File: config.mk
export PLATFORM = sky130hd
export DESIGN_NAME = fila_cmd
export DESIGN_NICKNAME = d
export VERILOG_FILES = /design/src/rtl/fila_pkg.sv /design/src/rtl/fila_cmd_debounce.sv /design/src/rtl/fila_cmd.sv
export SDC_FILE = /design/constraint.sdc
export NUM_CORES = 1
export LEC_CHECK = 0
export CELL_PAD_IN_SITES_DETAIL_PLACEMENT = 0
export CELL_PAD_IN_SITES_GLOBAL_PLACEMENT = 2
export CORE_ASPECT_RATIO = 0.5
export CORE_MARGIN = 10
export CORE_UTILIZATION = 36
export CTS_CLUSTER_DIAMETER = 30
export DETAILED_ROUTE_END_ITERATION = 7
export PLACE_DENSITY = 0.85
export SKIP_LAST_GASP = 1
export SLEW_MARGIN = 20
export SYNTH_ARGS = -nofsm -noshare
export SYNTH_HDL_FRONTEND = slang
export SYNTH_SLANG_ARGS = --single-unit
File: constraint.sdc
create_clock -name clock_10KHz -period 4.6 [get_ports clock_10KHz]
set_clock_uncertainty 0.05 [all_clocks]
set_input_delay 0.92 -clock clock_10KHz [delete_from_list [all_inputs] [get_ports clock_10KHz]]
set_output_delay 0.92 -clock clock_10KHz [all_outputs]
set_load 0.1 [all_outputs]
File: src/rtl/fila_pkg.sv
// Shared definitions for the fila queue and its command front-end.
package fila_pkg;

  localparam int FILA_MAX_LEN = 8;

  typedef enum logic [2:0] {
    IDLE      = 3'd0,
    ENQ_PULSE = 3'd1,
    ENQ_WAIT  = 3'd2,
    DEQ_PULSE = 3'd3,
    DEQ_WAIT  = 3'd4
  } cmd_state_t;

endpackage

File: src/rtl/fila_cmd_debounce.sv
// Button conditioner: 2-FF synchronizer, stability counter, and a one-cycle
// pulse on each debounced rising edge.
module debounce #(
  parameter int DEBOUNCE_CYCLES = 100
) (
  input  logic clock_10KHz,
  input  logic reset,
  input  logic btn,
  output logic press
);

  localparam int CW = $clog2(DEBOUNCE_CYCLES + 1);

  logic          sync1_r;
  logic          sync2_r;
  logic          stable_r;
  logic [CW-1:0] cnt_r;

  // Level is accepted only after it differs from the stable value for DEBOUNCE_CYCLES cycles
  always_ff @(posedge clock_10KHz) begin
    if (reset) begin
      sync1_r  <= 1'b0;
      sync2_r  <= 1'b0;
      stable_r <= 1'b0;
      cnt_r    <= {CW{1'b0}};
      press    <= 1'b0;
    end else begin
      sync1_r <= btn;
      sync2_r <= sync1_r;
      press   <= 1'b0;
      if (sync2_r == stable_r) begin
        cnt_r <= {CW{1'b0}};
      end else if (cnt_r == CW'(DEBOUNCE_CYCLES - 1)) begin
        stable_r <= sync2_r;
        cnt_r    <= {CW{1'b0}};
        press    <= sync2_r;
      end else begin
        cnt_r <= cnt_r + CW'(1);
      end
    end
  end

endmodule

File: src/rtl/fila_cmd.sv
// Command front-end for the fila queue: turns debounced button presses into
// single-cycle enqueue/dequeue commands and waits for the length to confirm.
module fila_cmd
  import fila_pkg::*;
#(
  parameter int DEBOUNCE_CYCLES = 100,
  parameter int TIMEOUT_CYCLES  = 4,
  parameter int MAX_LEN         = FILA_MAX_LEN
) (
  input  logic       clock_10KHz,
  input  logic       reset,
  input  logic       btn_enq_in,
  input  logic       btn_deq_in,
  input  logic [7:0] switches_in,
  input  logic [7:0] len_in,
  input  logic [7:0] data_in,
  output logic       enqueue_out,
  output logic       dequeue_out,
  output logic [7:0] data_out,
  output logic [7:0] last_deq_out,
  output logic       busy_out,
  output logic       error_out
);

  logic       enq_press_s;
  logic       deq_press_s;
  cmd_state_t state_r;
  logic [7:0] snap_r;
  logic [7:0] wait_cnt_r;
  logic [7:0] deq_hold_r;
  logic       deq_capt_r;

  debounce #(.DEBOUNCE_CYCLES(DEBOUNCE_CYCLES)) u_deb_enq (
    .clock_10KHz (clock_10KHz),
    .reset       (reset),
    .btn         (btn_enq_in),
    .press       (enq_press_s)
  );

  debounce #(.DEBOUNCE_CYCLES(DEBOUNCE_CYCLES)) u_deb_deq (
    .clock_10KHz (clock_10KHz),
    .reset       (reset),
    .btn         (btn_deq_in),
    .press       (deq_press_s)
  );

  // Command FSM; every output is a register so the queue sees glitch-free commands
  always_ff @(posedge clock_10KHz) begin
    if (reset) begin
      state_r      <= IDLE;
      snap_r       <= 8'd0;
      wait_cnt_r   <= 8'd0;
      deq_hold_r   <= 8'd0;
      deq_capt_r   <= 1'b0;
      enqueue_out  <= 1'b0;
      dequeue_out  <= 1'b0;
      data_out     <= 8'd0;
      last_deq_out <= 8'd0;
      busy_out     <= 1'b0;
      error_out    <= 1'b0;
    end else begin
      enqueue_out <= 1'b0;
      dequeue_out <= 1'b0;
      error_out   <= 1'b0;
      deq_capt_r  <= 1'b0;
      if (deq_capt_r) begin
        last_deq_out <= deq_hold_r;
      end
      case (state_r)
        IDLE: begin
          // enqueue has priority; a coincident dequeue press is discarded
          if (enq_press_s) begin
            if (len_in < 8'(MAX_LEN)) begin
              data_out    <= switches_in;
              snap_r      <= len_in;
              enqueue_out <= 1'b1;
              busy_out    <= 1'b1;
              state_r     <= ENQ_PULSE;
            end else begin
              error_out <= 1'b1;
            end
          end else if (deq_press_s) begin
            if (len_in != 8'd0) begin
              snap_r      <= len_in;
              dequeue_out <= 1'b1;
              busy_out    <= 1'b1;
              state_r     <= DEQ_PULSE;
            end else begin
              error_out <= 1'b1;
            end
          end
        end
        ENQ_PULSE: begin
          wait_cnt_r <= 8'd0;
          state_r    <= ENQ_WAIT;
        end
        DEQ_PULSE: begin
          wait_cnt_r <= 8'd0;
          state_r    <= DEQ_WAIT;
        end
        ENQ_WAIT: begin
          if (len_in == snap_r + 8'd1) begin
            busy_out <= 1'b0;
            state_r  <= IDLE;
          end else if (wait_cnt_r == 8'(TIMEOUT_CYCLES - 1)) begin
            error_out <= 1'b1;
            busy_out  <= 1'b0;
            state_r   <= IDLE;
          end else begin
            wait_cnt_r <= wait_cnt_r + 8'd1;
          end
        end
        DEQ_WAIT: begin
          // queue output is only valid in the cycle the length drops
          if (len_in == snap_r - 8'd1) begin
            deq_hold_r <= data_in;
            deq_capt_r <= 1'b1;
            busy_out   <= 1'b0;
            state_r    <= IDLE;
          end else if (wait_cnt_r == 8'(TIMEOUT_CYCLES - 1)) begin
            error_out <= 1'b1;
            busy_out  <= 1'b0;
            state_r   <= IDLE;
          end else begin
            wait_cnt_r <= wait_cnt_r + 8'd1;
          end
        end
        default: begin
          busy_out <= 1'b0;
          state_r  <= IDLE;
        end
      endcase
    end
  end

endmodule

==> results.md <==
* Area of the multi-input gates at 1750 µm²
* Layout Nets at 430
* Overall Power at 1.45 mW
* Sw Ratio at 0.200
* Critical path class: in2reg
* DIE HEIGHT at 87.6 µm
* WHS Endpoint: u_deb_deq.sync2_r$_SDFF_PP0_
* Max Cap Viol at 0
* Startpoint Class: input pin
* Register area share after synthesis at 0.426
* Ys flop type: dfxtp_1
* Largest family of logic cells by synthesized area: simple AND/OR/NAND/NOR gates
* H-tree Lvls at 3
* First-pass GRT wire length at 12.4 mm
* Iteration-0 DRC Markers at 92
* Fin. max-slew vios at 0
* Critical Path RT at 4.77 ns
* Hold Crit Depth at 1
* CP Max Fanout at 14
* Via count at 2,609
* Fmax at 300 MHz
* # port buffers at 47
* Total core area at 8800 µm²
* Adder-cell share of the synthesized area at 0.0190
* Die span in x at 155 µm
* Io pins at 48
* Largest net degree at the start of global routing at 51
* Sequential power share at 0.421
* Clk network pwr share at 0.541
* Worst Hold Slack at 0.385 ns
* Post-Syn Instances at 359
* Yosys cell types at 55
* Period minus WS final at 3.34 ns
* Avg Vias per Cell at 5.03
* Post-synthesis mux area share at 0.106
* YS warnings at 0
* R2R setup slack at 1.69 ns
* Post-synthesis compound-gate area fraction at 0.0837
* Hold_sp: u_deb_deq.sync1_r$_SDFF_PP0_
* Least-Margin Pin Slew at 1.01 ns
* Post-route DRC violation count at 0
* Post-synthesis xor/xnor area fraction at 0.0707
* Outcome: finished clean
* Worst R2R Start: snap_r[0]$_SDFFE_PP0P_
* Hold Fails Final Rpt at 0
* Antenna viol nets, final at 0
* TritonCTS Sinks at 70
* Initial antenna violation count at 0
* Seq. cell area at 1400 µm²
* Yosys reg bits at 70
* Cell Pwr Density at 351 nW/µm²
* EDFF count, synth at 0
* Average size of a mapped cell at 9.17 µm²
* FF-to-FF End: wait_cnt_r[7]$_SDFFE_PP0P_
* Worst IR Drop VDD at 0.212 mV
* Worst-case clock buffer depth at 2
* LEAKAGE at 1.61 nW
* RSZ-0062 raised after global routing: no
* Grt ovf at 0
* Total Routed Length at 7.42 mm
* Placer Congestion at 0.846
* Hold_buf cts at 0
* Clock Latency Late Sink at 0.34 ns
* CTS buffer count at 9
* Setup TNS at 0 ns
* Worst slew margin at 0.322
* WL/cell at 14.3 µm
* Reg2reg path depth at 7
* NetSw at 0.290 mW
* Final setup viols at 0
* Filler instances at 818
* Setup Buffers After CTS at 0
* Final period util at 0.725
* Internal at 1.16 mW
* Layout area overhead at 25.5%
* Asr flop ratio synth at 0
* DRT Pass-1 Iters at 4
* Site Rows at 24
* Initial Util at 0.374
* Synth Net Count at 392
* Vias in the first global route at 2,570
* Critical path capture point type: register
* CP arrival at 3.51 ns
* Clk slew on worst S/H paths at 0.06 ns
* Detailed Place HPWL at 5.51 mm
* Gate power share at 0.038
* Ant. Diodes at 0
* Simple-gate portion of the synthesized area at 0.251
* Resized cells post-CTS at 0
* Synthesized cell area at 3290 µm²
* Hold Crit Class: reg2reg
* CTS tree: yes
* GRT Overall Usage at 0.113
* Share of cells above drive strength 1 at 0.0721
* Root buf cell: clkbuf_16
* Die area at 13,600 µm²
[layer usage]
metal,share of wire,up-vias,wire length (µm),GRT usage
met3,0.048,14,354,0.0386
met1,0.47,1223,3500,0.132
met2,0.46,51,3440,0.187
met4,0.017,0,125,0.0498
li1,-,1321,-,-
met5,0,-,0,0
[registers in the layout (all words and copies together) (netlist names)]
signal              count
u_deb_deq.sync1_r       1
wait_cnt_r              8
u_deb_deq.stable_r      1
deq_hold_r              8
u_deb_enq.cnt_r         7
busy_out                1
snap_r                  8
deq_capt_r              1
state_r                 3
u_deb_deq.sync2_r       1
u_deb_deq.press         1
dequeue_out             1
enqueue_out             1
u_deb_enq.sync1_r       1
u_deb_enq.stable_r      1
u_deb_enq.sync2_r       1
error_out               1
u_deb_enq.press         1
last_deq_out            8
data_out                8
u_deb_deq.cnt_r         7
[cell usage after synthesis, types with 2 or more instances]
| library cell | instances | share of area |
|---|---|---|
| a21oi_1 | 11 | 0.017 |
| buf_6 | 5 | 0.017 |
| and3_1 | 6 | 0.011 |
| inv_1 | 7 | 0.0080 |
| o21ai_0 | 2 | 0.0030 |
| dfxtp_1 | 70 | 0.43 |
| nor4_1 | 6 | 0.011 |
| or4_1 | 3 | 0.0068 |
| or3b_2 | 2 | 0.0053 |
| xor2_1 | 12 | 0.032 |
| nor4b_1 | 3 | 0.0080 |
| clkbuf_1 | 13 | 0.015 |
| nand3_1 | 17 | 0.026 |
| nand2_1 | 14 | 0.016 |
| nand3b_1 | 4 | 0.0091 |
| mux2i_1 | 35 | 0.11 |
| o41ai_1 | 2 | 0.0053 |
| a22oi_1 | 2 | 0.0046 |
| nor2_1 | 68 | 0.078 |
| nand2b_1 | 3 | 0.0057 |
| xnor2_1 | 12 | 0.032 |
| nor3_1 | 8 | 0.012 |
| a21boi_0 | 2 | 0.0046 |
| o211ai_1 | 2 | 0.0046 |
| ha_1 | 5 | 0.019 |
| and4_1 | 2 | 0.0053 |
| nor2b_1 | 7 | 0.013 |
| or3_1 | 6 | 0.011 |
| o21ai_1 | 4 | 0.0061 |
[layout make-up]
class,instances,share of cell area
clock buffers,12,0.0645
clock inverters,4,0.0188
inverters,7,0.00636
multi-input cells,262,0.423
flip-flops and latches,70,0.339
well taps,117,0.0355
repair buffers,47,0.113
[per-stage QoR]
stage	cell area (µm²)	setup WS [ns]	util	instances
floorplan	3290	1.68	-	359
global placement	3780	0.954	0.430	503
detailed placement	3780	0.909	0.430	503
CTS	4130	1.26	0.469	519
global route	4130	1.14	0.469	519
finish	4130	1.26	0.469	519
[worst max path at each step]
| stage | depth (start not counted) | end | start | slack, ns |
|---|---|---|---|---|
| finish | 8 | wait_cnt_r[1]$_SDFFE_PP0P_ | len_in[5] | 1.26 |
| global route | 8 | wait_cnt_r[1]$_SDFFE_PP0P_ | len_in[5] | 1.14 |
| CTS | 8 | wait_cnt_r[1]$_SDFFE_PP0P_ | len_in[5] | 1.26 |
| detailed placement | 8 | wait_cnt_r[1]$_SDFFE_PP0P_ | len_in[5] | 0.91 |
| global placement | 8 | wait_cnt_r[1]$_SDFFE_PP0P_ | len_in[5] | 0.95 |
| floorplan | 8 | wait_cnt_r[1]$_SDFFE_PP0P_ | len_in[5] | 1.68 |
[worst max-delay path, stage by stage]
cell and delay [ns]:
clkdlybuf4s50_1 0.58, or3b_2 0.46, nor4_1 0.18, nor4_1 0.09, or4_1 0.61, a21oi_4 0.39, mux2i_1 0.22, nor2_1 0.05
[logic make-up (layout without fill, tap and decap cells)]
logic type | count (synthesis) | count (layout)
adders and majority gates | 5 | 5
muxes | 35 | 35
xor gates and xnor gates | 25 | 25
AOI/OAI and AO/OA | 37 | 37
and+or+nand+nor | 160 | 160
buffers and inverters | 27 | 70
DFF | 70 | 70
[placed cells by master, fill, tap and decap left out, drive strengths merged, types with 2 or more instances in the layout]
master	n
a21boi	2
or4	4
mux2i	35
nor4b	3
and4	3
nor2	69
nand2b	3
nor2b	7
o41ai	2
or3b	2
and3	7
o21ai	6
xnor2	12
or3	6
nand3	17
clkbuf	12
ha	5
bufinv	2
a22oi	2
inv	7
nor3	8
nand2	14
and2	2
clkdlybuf4s50	46
o211ai	2
xor2	12
a21oi	12
dfxtp	70
nor4	6
nand3b	4
clkinv	2
[power groups by stage]
stage	Clock [mW]	Combinational (mW)	Sequential, mW
floorplan	0	0.0240	0.623
global placement	0	0.0545	0.623
detailed placement	0	0.0553	0.623
CTS	0.804	0.0555	0.610
global route	0.825	0.0603	0.610
finish	0.784	0.0550	0.610
Note: power is estimated with default switching activity, not from simulation.
